--- src/rtl/resource_scheduler.sv ---
// Round-robin arbiter for one shared resource with a per-owner hold limit.
// The owner is released on done, when it drops its request, or forcibly after MAX_HOLD cycles.
module resource_scheduler #(
  parameter int N_REQ    = 3,
  parameter int MAX_HOLD = 16
) (
  input  logic                     clk,
  input  logic                     rst_n,
  input  logic [N_REQ-1:0]         req,
  input  logic [N_REQ-1:0]         done,
  output logic [N_REQ-1:0]         grant,
  output logic [$clog2(N_REQ)-1:0] owner,
  output logic                     busy,
  output logic                     timeout
);
  // state | meaning
  // IDLE  | no owner; grant = 0; winner loaded at next edge if any req
  // OWN   | owner_q holds the resource; cnt_q counts owned cycles from 0
  localparam int OW = $clog2(N_REQ);
  localparam int CW = $clog2(MAX_HOLD);
  localparam logic [CW-1:0] HOLD_LAST = CW'(MAX_HOLD - 1);
  localparam logic [OW-1:0] LAST_INIT = OW'(N_REQ - 1);

  typedef enum logic {IDLE, OWN} state_t;

  state_t           state_q;
  logic [N_REQ-1:0] grant_q, grant_d;
  logic [OW-1:0]    owner_q, owner_d, last_q;
  logic [CW-1:0]    cnt_q;
  logic             busy_q, timeout_q, armed_q;
  logic             win_found, own_req, own_done;

  // Search upward from the previous winner so requester order rotates.
  always_comb begin
    win_found = 1'b0;
    owner_d   = '0;
    grant_d   = '0;
    for (int k = 1; k <= N_REQ; k++) begin
      int cand;
      cand = (int'(last_q) + k) % N_REQ;
      if (!win_found && req[cand[OW-1:0]]) begin
        win_found = 1'b1;
        owner_d   = cand[OW-1:0];
      end
    end
    if (win_found) grant_d[owner_d] = 1'b1;
  end

  assign own_req  = req[owner_q];
  assign own_done = done[owner_q];

  // armed_q holds off arbitration for the first edge after reset release.
  always_ff @(posedge clk or negedge rst_n) begin
    if (!rst_n) begin
      state_q   <= IDLE;
      grant_q   <= '0;
      owner_q   <= '0;
      last_q    <= LAST_INIT;
      cnt_q     <= '0;
      busy_q    <= 1'b0;
      timeout_q <= 1'b0;
      armed_q   <= 1'b0;
    end else begin
      armed_q   <= 1'b1;
      timeout_q <= 1'b0;
      case (state_q)
        IDLE: begin
          if (armed_q && win_found) begin
            state_q <= OWN;
            grant_q <= grant_d;
            owner_q <= owner_d;
            last_q  <= owner_d;
            cnt_q   <= '0;
            busy_q  <= 1'b1;
          end
        end
        OWN: begin
          if (own_done || !own_req || (cnt_q == HOLD_LAST)) begin
            state_q   <= IDLE;
            grant_q   <= '0;
            owner_q   <= '0;
            cnt_q     <= '0;
            busy_q    <= 1'b0;
            timeout_q <= own_req && !own_done;
          end else begin
            cnt_q <= cnt_q + 1'b1;
          end
        end
        default: state_q <= IDLE;
      endcase
    end
  end

  assign grant   = grant_q;
  assign owner   = owner_q;
  assign busy    = busy_q;
  assign timeout = timeout_q;
endmodule

--- config.mk ---
export PLATFORM = sky130hd
export DESIGN_NAME = resource_scheduler
export DESIGN_NICKNAME = d
export VERILOG_FILES = /design/src/rtl/resource_scheduler.sv
export SDC_FILE = /design/constraint.sdc
export NUM_CORES = 1
export LEC_CHECK = 0
export CAP_MARGIN = 20
export CELL_PAD_IN_SITES_DETAIL_PLACEMENT = 0
export CELL_PAD_IN_SITES_GLOBAL_PLACEMENT = 1
export CORE_UTILIZATION = 38
export CTS_CLUSTER_DIAMETER = 50
export CTS_CLUSTER_SIZE = 40
export DETAILED_ROUTE_END_ITERATION = 10
export DONT_BUFFER_PORTS = 1
export PLACE_DENSITY_LB_ADDON = 0.1
export RECOVER_POWER = 100
export SLEW_MARGIN = 5
export SYNTH_ARGS = -nofsm -noshare
export SYNTH_HDL_FRONTEND = slang
export SYNTH_SLANG_ARGS = --single-unit
export TNS_END_PERCENT = 20
--- constraint.sdc ---
create_clock -name clk -period 3.08 [get_ports clk]
set_input_delay 0.924 -clock clk [delete_from_list [all_inputs] [get_ports clk]]
set_output_delay 0.924 -clock clk [all_outputs]
set_load 0.005 [all_outputs]
# --- After elaboration in Yosys (flattened, before gate mapping) ---
# Index checks and enable logic that the tools add are counted.
word_totals:
  reg_bits: 15
  input_bits: 8
  wordCells: 74
op_classes:
  addsub: 4
  n_div: 3
  n_lt_le_gt_ge: 6
  n_eq_ne: 3
  mux: 36
  bitwise: 1
  n_reduce_logical: 13
op_table:
  columns: ["op", "count"]
  rows:
  - ["32-bit by 3-bit remainder unit with 32-bit output (second input constant)", 3]
  - ["2-bit by 3-bit less-than comparator with 1-bit output (second input constant)", 5]
  - ["1-bit two-way mux", 15]
  - ["1-bit binary-select mux with 2-bit select", 5]
  - ["2-bit two-way mux", 5]
  - ["3-bit two-way mux", 3]
  - ["4-bit two-way mux", 2]
  - ["4-bit one-hot mux with 2 select lines", 1]
  - ["2-bit by 2-bit adder with 3-bit output (second input constant)", 2]
  - ["3-bit one-hot mux with 2 select lines", 1]
  - ["1-bit logical AND", 5]
  - ["4-bit by 1-bit adder with 4-bit output (second input constant)", 1]
  - ["4-bit equality test (second input constant)", 1]
  - ["1-bit logical NOT", 4]
  - ["1-bit one-hot mux with 2 select lines", 2]
  - ["2-bit one-hot mux with 2 select lines", 1]
  - ["2-bit AND reduction", 2]
  - ["2-bit by 1-bit adder with 3-bit output (second input constant)", 1]
  - ["1-bit demux with 2-bit select", 1]
  - ["2-bit by 1-bit >= comparator with 1-bit output (second input constant)", 1]
  - ["1-bit logical OR", 2]
  - ["2-bit by 1-bit != test with 1-bit output (second input constant)", 1]
  - ["2-bit != test (second input constant)", 1]
  - ["1-bit NOT", 1]

# --- Longest topological paths before layout ---
# Gate-level depths: netlist of the first run.
logic_depth:
  word_depth: 18
  ltp_mapped: 8
  ltp_nobuf: 7

# --- Worst setup path before layout of the first run ---
# Ideal clock, no wire load.
synth_timing:
  kind: "in2reg"
  start: "input port req[0]"
  end: "register grant_q[1], in the netlist grant[1]"
  setup_time_ns: 0.125
  arrival_ns: 2.167
  required_time_ns: 2.955
  path_slack_ns: 0.788
  path_stages: 5
  path_buffers: 0
  path_cell_list: "mux2_4 mux2i_4 nand3_1 o211ai_2 mux2_2"
synth_via:
  elab_chain_len: 16
synth_lines:
  columns: ["item", "line_no", "source"]
  rows:
  - ["from (decl)", "9", "input logic [N_REQ-1:0] req,"]
  - ["1-bit binary-select mux with 2-bit select", "41", "if (!win_found && req[cand[OW-1:0]]) begin"]
  - ["1-bit two-way mux (not written as such)", "41", null]
  - ["1-bit two-way mux", "41", null]
  - ["1-bit logical NOT", "41", null]
  - ["1-bit logical AND", "41", null]
  - ["1-bit two-way mux", "41", null]
  - ["1-bit logical NOT", "41", null]
  - ["1-bit logical AND", "41", null]
  - ["2-bit two-way mux", "41", null]
  - ["2-bit by 3-bit less-than comparator with 1-bit output (not written as such) / 2-bit by 1-bit >= comparator with 1-bit output (equally long branches)", "46", "if (win_found) grant_d[owner_d] = 1'b1;"]
  - ["1-bit logical AND (not written as such)", "46", null]
  - ["1-bit two-way mux (not written as such)", "46", null]
  - ["1-bit demux with 2-bit select", "46", null]
  - ["3-bit two-way mux", "46", null]
  - ["3-bit two-way mux", "68", "if (armed_q && win_found) begin"]
  - ["3-bit one-hot mux with 2 select lines", "66", "case (state_q)"]
  - ["to (signal assigned)", "70", "grant_q <= grant_d;"]
  - ["to (decl)", "27", "logic [N_REQ-1:0] grant_q, grant_d;"]
# Parallel ways exist; a longest one is shown, timed or not. The select of a mux whose other input is x is not followed.
# A chain may end at the register's enable or synchronous reset.

# --- Worst setup path in the final report of the first run ---
layout_timing:
  start: "register last_q[1]"
  end: "register owner_q[0], in the netlist owner[0]"
layout_via:
  elab_chain_len: 14
layout_lines:
  columns: ["item", "line_no", "source"]
  rows:
  - ["from (decl)", "28", "logic [OW-1:0] owner_q, owner_d, last_q;"]
  - ["from (signal assigned)", "72", "last_q <= owner_d;"]
  - ["2-bit by 1-bit adder with 3-bit output", "40", "cand = (int'(last_q) + k) % N_REQ;"]
  - ["32-bit by 3-bit remainder unit with 32-bit output", "40", null]
  - ["1-bit binary-select mux with 2-bit select", "41", null]
  - ["1-bit two-way mux (not written as such)", "41", null]
  - ["1-bit two-way mux", "41", null]
  - ["1-bit logical NOT", "41", null]
  - ["1-bit logical AND", "41", null]
  - ["1-bit two-way mux", "41", null]
  - ["1-bit logical NOT", "41", null]
  - ["1-bit logical AND", "41", null]
  - ["1-bit two-way mux", "41", null]
  - ["1-bit logical AND", "68", null]
  - ["2-bit != test (no line)", null, null]
  - ["2-bit AND reduction (no line)", null, null]
  - ["to (signal assigned)", "71", "owner_q <= owner_d;"]
  - ["to (decl)", "28", null]
# Parallel ways exist; a longest one is shown, timed or not. The select of a mux whose other input is x is not followed.

==> metrics.md, run 1 <==
| Metric | Value |
|---|---|
| Vias | 782 |
| DRT antenna net count | 0 |
| Worst Setup End Kind | register |
| Worst skew pair latency | 0.28 ns |
| Flop2flop setup slack | 0.43 ns |
| Slew @ Worst Pin | 0.4980 ns |
| Starting Density | 40.94% |
| Die extent in x | 53.90 um |
| Vias in the first global route | 720 |
| Ant diodes | 0 |
| Core Util, Final | 42.54% |
| Row count | 18 |
| Worst hold path class | input port to async pin |
| Drt first pass iters | 4 |
| TritonCTS clock tree | built |
| CP arrival | 2.83 ns |
| Library cells used by synthesis | 39 |
| RR Startpoint | last_q[1] |
| DRC errors left | 0 |
| Sequential share of the synthesized area | 36.80% |
| Fmax | 377.5 MHz |
| WS Path Type | register to register |
| RSZ-0062 raised after global routing | no |
| Gr usage total | 16.83% |
| LEAKAGE | 0.0004823 uW |
| Reg2reg path depth | 7 |
| CTS root buffer | clkbuf_4 |
| CP max FO | 7 |
| Final WL | 2100 um |
| Ports | 15 |
| CTS Buf Count | 3 |
| Yosys warning count | 0 |
| P per Cell Area | 1012 mW/mm2 |
| Max Slew Vio Count | 0 |
| Commonest cells after routing, fill and taps aside | dfrtp_1, inv_1, nand3_1, a21oi_1 |
| First-pass GRT wire length | 3394 um |
| Max-cap viol count | 0 |
| Clock tree sinks | 15 |
| Gp weighted congestion | 0.8203 |
| Initial antenna violation count | 0 |
| H-tree Lvls | 1 |
| Die H | 53.90 um |
| Period utilization | 86.00% |
| Nets | 116 |
| Outcome | completed |
| Design Area, Final | 0.001064 mm2 |
| Met3 Wirelength | 195 um |
| Ranking of synthesized cells by area | dfrtp_1, ha_1, mux2_2 |
| Syn Area/Cell | 10.23 um2 |
| Setup TNS | 0 ns |
| CP required | 3.26 ns |
| Top Metal Used | met3 |
| Post-Syn Area | 0.001023 mm2 |
| Maximum vdd drop | 430.9 uV |
| Post-synthesis cell count | 100 |
| Vias per cell | 5.924 |
| Dominant cell type by area after synthesis | dfrtp_1 |
| Share of layout cells above drive strength 1 | 15.69% |
| Setup crit start kind | register |
| Worst Skew | 0.001222 ns |
| CTS-repair resized insts | 0 |
| Pin count of the biggest net entering global routing | 16 |
| Cell Area, Placed | 0.001045 mm2 |
| # setup viols final | 0 |
| # hold bufs at CTS | 0 |
| Worst hold slack | 0.3219 ns |
| Commonest non-fill, non-tap cell in the layout | dfrtp_1 |
| WL/cell | 15.91 um |
| CTS Buffer Depth | 2 |
| RR Endpoint | owner[0] |
| Minimum clock period | 2.649 ns |
| Yosys reg bits | 15 |
| Floorplan Core Area | 0.002500 mm2 |
| Wire length on met2 | 877 um |
| Headroom to the max-slew limit | 66.66% |
| Detail Placement HPWL | 1578 um |
| Mapped Nets | 113 |
| CTS clk-pin slew, worst paths | 0.09 ns |
| Syn-to-layout area delta | 3.912% |
| Die area | 0.002905 mm2 |
| Final hold violations | 0 |
| Post-Route M1 WL | 1027 um |
| Synth top area share | 34.23% |
| Port buffer count | 0 |
| # Post-CTS Setup Buffers | 0 |
| DRT iter0 DRCs | 36 |
| GRT overflow | 0 |
layout make-up:
class                           instances  area (um2)
Inverter                                9       36.28
Clock buffer                            3       22.52
Clock inverter                          1       5.005
Sequential cell                        15       376.6
Multi-Input combinational cell         74       585.6
Fill cell                             240        1436
Tap cell                               30       37.54
power breakdown:
part           internal (uW)  total, uW  switching (uW)
clock network           48.2        113            64.8
registers                262        329            66.7
logic                    283        634             351
through the flow:
| stage | std cells | total power [uW] | setup slack [ns] |
|---|---|---|---|
| floorplan | 100 | 870.5 | 0.7885 |
| global placement | 128 | 978.1 | 0.6304 |
| detailed placement | 128 | 974.9 | 0.6099 |
| CTS | 132 | 1094 | 0.6480 |
| global route | 132 | 1171 | 0.2731 |
| finish | 132 | 1076 | 0.4312 |
worst max path at each step:
stage,from,end
floorplan,req[0],grant[1]
global placement,done[0],grant[1]
detailed placement,done[0],owner[0]
CTS,last_q[1],grant[1]
global route,last_q[1],owner[0]
finish,last_q[1],owner[0]
Yosys cell counts:
master     count
nand3_1        6
o21a_1         1
nand2_1        4
nor2_1         4
a311oi_4       1
inv_1          8
a22oi_1        1
mux2i_1        3
a21bo_1        1
buf_2          1
o2bb2ai_2      1
mux2_4         2
dfrtp_1       14
a32o_1         1
a221oi_1       1
nor2b_1        1
conb_1         1
a31oi_1        3
o31ai_1        2
mux2i_4        1
dfstp_2        1
nand2b_1       5
o211ai_2       1
mux2_2         4
buf_6          1
o22ai_1        2
nor3b_1        3
a21oi_1        6
ha_1           5
o211ai_1       1
inv_4          1
o21ai_0        2
a22o_1         1
or3_1          1
nor3_1         1
a21bo_2        2
a21o_1         1
nand3b_1       2
a211o_1        3
critical path, cell delays in order, from the launching register on:
cell,delay (ns)
dfstp_2,0.56
inv_1,0.07
ha_1,0.28
mux2_1,0.42
mux2i_4,0.25
nand3_1,0.14
o211ai_1,0.45
mux2_2,0.39
state kept, by name (all words and copies together) (netlist names):
name,count
cnt_q,4
grant,3
last_q,2
owner,2
armed_q,1
busy,1
state_q,1
timeout,1
per-layer routing:
metal,vias to the layer above,GRT usage [%]
met4,0,3.947
li1,373,-
met3,0,5.650
met2,38,23.66
met1,371,24.44
met5,-,0
cells by family after synthesis:
logic type,Yosys count,share of synthesized area (%)
AO/OA/AOI/OAI,31,24.82
flip-flops,15,36.80
other,1,0.3664
multiplexers,10,12.47
adder cells (fa/ha/maj),5,6.112
buffers and inverters,11,5.134
AND/OR/NAND/NOR,27,14.30
Power figures use the tool's default switching activity.
==> inputs of run 2 (changes only) <==
- CTS_BUF_LIST: default -> sky130_fd_sc_hd__clkbuf_8
==> run 2 against run 1 <==
Via count down 0.64%. Critical path type unchanged. Combinational power hardly changed. Clock skew increased by 0.0014 ns. Design area grew 1.8%.
==> metrics.md, run 2 (synthesis results as in run 1) <==
| Metric | Value |
|---|---|
| Fmax | 378.4 MHz (was 377.5 MHz) |
| Gp weighted congestion | 0.8203 (unchanged) |
| Setup crit start | last_q[1] (unchanged) |
| DRT antenna net count | 0 (unchanged) |
| LEAKAGE | 0.0004901 uW (was 0.0004823 uW) |
| Drt first pass iters | 4 (unchanged) |
| Final WL | 2080 um (was 2100 um) |
| Worst Skew | 0.002576 ns (was 0.001222 ns) |
| Initial antenna violation count | 0 (unchanged) |
| Outcome | completed (unchanged) |
| Flop2flop setup slack | 0.44 ns (was 0.43 ns) |
| Filler cells | 241 (was 240) |
| Die area | 0.002905 mm2 (unchanged) |
| Starting Density | 40.94% (unchanged) |
| Largest Register | cnt_q (unchanged) |
| Commonest cells after routing, fill and taps aside | dfrtp_1, inv_1, nand3_1, a21oi_1 (unchanged) |
| GR peak layer | met1 (unchanged) |
| Ant diodes | 0 (unchanged) |
| Max-cap viol count | 0 (unchanged) |
| Worst hold path class | input port to async pin (unchanged) |
| Max Slew Vio Count | 0 (unchanged) |
| Syn-to-layout area delta | 5.746% (was 3.912%) |
| TritonCTS clock tree | built (unchanged) |
| Gr usage total | 16.83% (unchanged) |
| WS Path Type | register to register (unchanged) |
| CTS clk-pin slew, worst paths | 0.06 ns (was 0.09 ns) |
| CTS-repair resized insts | 0 (unchanged) |
| # hold bufs at CTS | 0 (unchanged) |
| Vias in the first global route | 720 (unchanged) |
| Die extent in x | 53.90 um (unchanged) |
| Die H | 53.90 um (unchanged) |
| Commonest non-fill, non-tap cell in the layout | dfrtp_1 (unchanged) |
| WL/cell | 15.76 um (was 15.91 um) |
| Nets | 116 (unchanged) |
| Minimum clock period | 2.643 ns (was 2.649 ns) |
| Vias | 777 (was 782) |
| DRT iter0 DRCs | 34 (was 36) |
| CTS Buffer Depth | 2 (unchanged) |
| Clock tree sinks | 15 (unchanged) |
| P per Cell Area | 1036 mW/mm2 (was 1012 mW/mm2) |
| Row count | 18 (unchanged) |
| Maximum vdd drop | 430.6 uV (was 430.9 uV) |
| Worst Setup End Kind | register (unchanged) |
| First-pass GRT wire length | 3394 um (unchanged) |
| CP required | 3.21 ns (was 3.26 ns) |
| Floorplan Core Area | 0.002500 mm2 (unchanged) |
| Port buffer count | 0 (unchanged) |
| CTS Buf Count | 3 (unchanged) |
| CP arrival | 2.78 ns (was 2.83 ns) |
| # setup viols final | 0 (unchanged) |
| # Post-CTS Setup Buffers | 0 (unchanged) |
| Pin count of the biggest net entering global routing | 16 (unchanged) |
| Global Route met3 Usage | 5.650% (unchanged) |
| GRT met2 Usage | 23.66% (unchanged) |
| Setup crit start kind | register (unchanged) |
| Max FFs per register | 4 (unchanged) |
| Share of layout cells above drive strength 1 | 15.69% (unchanged) |
| RSZ-0062 raised after global routing | no (unchanged) |
| CP max FO | 7 (unchanged) |
| Setup TNS | 0 ns (unchanged) |
| Worst skew pair latency | 0.25 ns (was 0.28 ns) |
| Ports | 15 (unchanged) |
| Total power | 1122 uW (was 1076 uW) |
| Vias per cell | 5.886 (was 5.924) |
| RR Startpoint | last_q[1] (unchanged) |
| DRC errors left | 0 (unchanged) |
| Final hold violations | 0 (unchanged) |
| Detail Placement HPWL | 1578 um (unchanged) |
| Period utilization | 85.81% (was 86.00%) |
| CTS root buffer | clkbuf_8 (was clkbuf_4) |
| H-tree Lvls | 1 (unchanged) |
| GRT overflow | 0 (unchanged) |
| Headroom to the max-slew limit | 66.67% (was 66.66%) |
| Routing usage on met1 | 24.44% (unchanged) |
| Slew @ Worst Pin | 0.4978 ns (was 0.4980 ns) |
[run 2: cell counts in the layout (fill, tap and decap cells not counted)]
Identical to the previous run, type by type.
[run 2: routing by layer]
metal | wire length [um] | share of wire [%]
met5 | 0 | 0
met4 | 0 | 0
met3 | 234 | 11
met2 | 854 | 41
met1 | 991 | 48
[run 2: power by group]
group / switching (uW) / leakage, uW / internal [uW]
Combinational: 349 / 0.000270 / 283
Sequential: 67.5 / 0.000195 / 263
Clock: 69.5 / 0.0000255 / 89.5
Total: 486 / 0.000490 / 636
[run 2: path summary, 6_finish.rpt]
check / end / depth (start not counted)
max: grant[1] / 7
min: state_q / 0
max reg2reg: grant[1] / 7
min reg2reg: busy / 1
max in group asynchronous: last_q[1] / 0
min in group clk: busy / 1
[run 2: through the flow]
stage | instance area, um2 | utilization (%) | std cells | setup slack, ns | hold WS (ns)
after detailed placement | 1045 | 41.79 | 128 | 0.6099 | 0.5058
after global placement | 1045 | 41.79 | 128 | 0.6304 | 0.5046
after CTS | 1091 | 43.64 | 132 | 0.6521 | 0.3591
after floorplan | 1023 | - | 100 | 0.7885 | 0.4741
final | 1082 | 43.29 | 132 | 0.4372 | 0.3652
after global routing | 1082 | 43.29 | 132 | 0.2787 | 0.3494
[run 2: cell type report]
| type | count | area, um2 | share of cell area (%) |
|---|---|---|---|
| multi-input cells | 74 | 585.6 | 54.10 |
| flip-flops and latches | 15 | 376.6 | 34.80 |
| clock buffers | 3 | 41.29 | 3.815 |
| well taps | 30 | 37.54 | 3.468 |
| inverters | 9 | 36.28 | 3.353 |
| clock inverters | 1 | 5.005 | 0.4624 |
[run 2: worst max-delay path: stages, from the launching register on]
cell	delay (ns)
dfstp_2	0.55
inv_1	0.07
ha_1	0.28
mux2_1	0.42
mux2i_4	0.24
nand3_1	0.13
o211ai_1	0.45
mux2_2	0.39
==> inputs of run 3 (changes only) <==
- ABC_AREA: default -> 1
==> run 3 against run 2 <==
Final cell count increased by 20%. Fmax rose by 22%. Largest power group unchanged. Die area down 1.2%. Register-to-register slack better by 0.48 ns. Synthesized area shrank 1.2%. Via count up 0.39%. Power is 7.5% lower. Critical path depth up 4. Highest routed layer unchanged. Design area shrank 3.8%. First-iteration DRC count fell by 47%.
==> metrics.md, run 3 <==
| Metric | Value |
|---|---|
| Final WL | 1915 um (was 2080 um) |
| Post-synth ARST share | 100.0% (unchanged) |
| Mapped Nets | 139 (was 113) |
| Largest Register | cnt_q (unchanged) |
| CP max FO | 9 (was 7) |
| Fmax | 462.8 MHz (was 378.4 MHz) |
| DRC errors left | 0 (unchanged) |
| CTS root buffer | clkbuf_8 (unchanged) |
| Library cells used by synthesis | 28 (was 39) |
| CTS clk-pin slew, worst paths | 0.06 ns (about the same) |
| List of most frequent post-synthesis cells | nand2_1, dfrtp_1, inv_1, nand3_1, inv_2 (was dfrtp_1, inv_1, a21oi_1, nand3_1) |
| DRT iter0 DRCs | 18 (was 34) |
| Die extent in x | 53.58 um (was 53.90 um) |
| Ports | 15 (unchanged) |
| Max FFs per register | 4 (unchanged) |
| # Post-CTS Setup Buffers | 0 (unchanged) |
| Drt first pass iters | 4 (unchanged) |
| Worst Setup End Kind | register (unchanged) |
| RR Endpoint | grant[2] (was grant[1]) |
| Max Slew Vio Count | 0 (unchanged) |
| Outcome | completed (unchanged) |
| WS Path Type | register to register (unchanged) |
| Share of layout cells above drive strength 1 | 16.28% (was 15.69%) |
| Row count | 18 (unchanged) |
| Max-cap viol count | 0 (unchanged) |
| Nets | 143 (was 116) |
| P per Cell Area | 997.0 mW/mm2 (was 1036 mW/mm2) |
| Initial antenna violation count | 0 (unchanged) |
| Starting Density | 40.44% (was 40.94%) |
| Ant diodes | 0 (unchanged) |
| Setup crit start kind | register (unchanged) |
| Reg2reg path depth | 11 (was 7) |
| Pre-CTS setup slack | 1.260 ns (was 0.6099 ns) |
| CP arrival | 2.29 ns (was 2.78 ns) |
| Worst-path cell chain | inv_1 > ha_1 > inv_1 > nand2_1 > nand3_2 > nand2_1 > nand3_1 > nand3_1 > clkinv_1 > nand2_1 > nand2_1 (was inv_1 > ha_1 > mux2_1 > mux2i_4 > nand3_1 > o211ai_1 > mux2_2) |
| Syn Area/Cell | 8.024 um2 (was 10.23 um2) |
| Syn-to-layout area delta | 2.970% (was 5.746%) |
| Final WS setup | 0.9192 ns (was 0.4372 ns) |
| Clock tree sinks | 15 (unchanged) |
| Yosys warning count | 0 (unchanged) |
| Synth top area share | 34.65% (was 34.23%) |
| Vias per cell | 4.906 (was 5.886) |
| Maximum vdd drop | 562.3 uV (was 430.6 uV) |
| Commonest non-fill, non-tap cell in the layout | nand2_1 (was dfrtp_1) |
| H-tree Lvls | 1 (unchanged) |
| # hold bufs at CTS | 0 (unchanged) |
| Detail Placement HPWL | 1533 um (was 1578 um) |
| CTS Buffer Depth | 2 (unchanged) |
| Worst skew pair latency | 0.24 ns (was 0.25 ns) |
| Minimum clock period | 2.161 ns (was 2.643 ns) |
| RSZ-0062 raised after global routing | no (unchanged) |
| Vias | 780 (was 777) |
| Commonest cells after routing, fill and taps aside | nand2_1, dfrtp_1, inv_1 (was dfrtp_1, inv_1, nand3_1, a21oi_1) |
| Die area | 0.002871 mm2 (was 0.002905 mm2) |
| Final hold violations | 0 (unchanged) |
| Post-synthesis cell count | 126 (was 100) |
| # setup viols final | 0 (unchanged) |
| LEAKAGE | 0.0005317 uW (was 0.0004901 uW) |
| Synth Flop Type | dfrtp_1 (unchanged) |
| Period utilization | 70.16% (was 85.81%) |
| Dominant cell type by area after synthesis | dfrtp_1 (unchanged) |
| CTS Buf Count | 3 (unchanged) |
| Total power | 1038 uW (was 1122 uW) |
| Vias in the first global route | 707 (was 720) |
| CTS-repair resized insts | 0 (unchanged) |
| Critical path buffer and inverter count | 3 (was 1) |
| Worst path top cell family by delay | simple AND/OR/NAND/NOR gates (was multiplexers) |
| Port buffer count | 0 (unchanged) |
| RR Startpoint | last_q[0] (was last_q[1]) |
| Yosys reg bits | 15 (unchanged) |
| Most common cell on crit path | nand2_1 |
| WL/cell | 12.04 um (was 15.76 um) |
| Max incr delay on CP | 0.46 ns (was 0.55 ns) |
| Gr usage total | 15.35% (was 16.83%) |
| Number of flops mapped to enable cells by yosys | 0 (unchanged) |
| Worst Skew | 0.002073 ns (was 0.002576 ns) |
| Die H | 53.58 um (was 53.90 um) |
| Post-Syn Area | 0.001011 mm2 (was 0.001023 mm2) |
| Ranking of synthesized cells by area | dfrtp_1, nand2_1, ha_1 (was dfrtp_1, ha_1, mux2_2) |
| TritonCTS clock tree | built (unchanged) |
| Pin count of the biggest net entering global routing | 16 (unchanged) |
| GRT overflow | 0 (unchanged) |
| DRT antenna net count | 0 (unchanged) |
| CP required | 3.21 ns (about the same) |
| Floorplan Core Area | 0.002500 mm2 (unchanged) |
| Flop2flop setup slack | 0.92 ns (was 0.44 ns) |
| Sequential share of the synthesized area | 37.25% (was 36.80%) |
| Number of cells on the critical path | 11 (was 7) |
| Worst hold path class | input port to async pin (unchanged) |
| Setup TNS | 0 ns (unchanged) |
| Cell with the most instances after synthesis | nand2_1 (was dfrtp_1) |
| CP max stage cell | ha_1 (was dfstp_2) |
| Gp weighted congestion | 0.8751 (was 0.8203) |
| First-pass GRT wire length | 3132 um (was 3394 um) |
## run 3: changes by cell type in the layout (fill, tap and decap cells not counted), moves of 4 or more
cell	delta
o21ai_1	+5
nand3_1	+5
nand2b_1	-5
nand2_1	+34
inv_2	+4
inv_1	+4
mux2_2	-4
a21oi_1	-4
## run 3: cell type report
type / count / area [um2]
tap: 30 / 37.54
sequential: 15 / 376.6
clock buffer: 3 / 41.29
clock inverter: 1 / 7.507
inverter: 18 / 67.56
multi-input combinational: 92 / 510.5
fill: 267 / 1459
## run 3: per-stage QoR
step / cells / cell area [um2] / utilization (%) / hold WS [ns]
2_1_floorplan: 126 / 1011 / - / 0.4646
5_1_grt: 159 / 1041 / 41.64 / 0.3473
4_1_cts: 159 / 1086 / 43.44 / 0.3572
3_3_place_gp: 155 / 1037 / 41.49 / 0.4947
6_report: 159 / 1041 / 41.64 / 0.3708
3_5_place_dp: 155 / 1037 / 41.49 / 0.4909
## run 3: how the worst max path moves through the flow
stage                         start  endpoint  slack (ns)
after global routing      last_q[0]  grant[2]        0.69
after detailed placement     req[2]  grant[0]        1.26
final                     last_q[0]  grant[2]        0.92
after global placement       req[2]      busy        1.21
after CTS                 last_q[0]  grant[1]        1.25
after floorplan              req[2]  grant[1]        1.36
## run 3: worst register-to-register path, cell delays in order, from the launching register on
cell	delay, ns
dfrtp_1	0.37
inv_1	0.09
ha_1	0.46
inv_1	0.13
nand2_1	0.09
nand3_2	0.05
nand2_1	0.15
nand3_1	0.15
nand3_1	0.25
clkinv_1	0.13
nand2_1	0.11
nand2_1	0.07
## run 3: cell families (layout without fill, tap and decap cells)
logic type	after synthesis	count (layout)	share of synthesized area, %
simple gates	70	70	38.37
buf+inv	19	22	7.797
flops	15	15	37.25
compound gates	14	14	8.293
fa+ha+maj	5	5	6.188
xor+xnor	2	2	1.733
other cells	1	1	0.3709
## run 3: layer usage
metal	wire length, um	track usage [%]	vias to the layer above
met2	756	20.21	20
met5	0	0	-
met3	112	5.932	0
met1	1045	23.99	350
li1	-	-	410
met4	0	1.316	0
## run 3: where the power goes
part	internal (uW)	leakage [uW]	switching [uW]	total, uW
combinational	186	0.000316	373	559
sequential	265	0.000194	56.0	321
clock	90.6	0.0000217	67.7	158
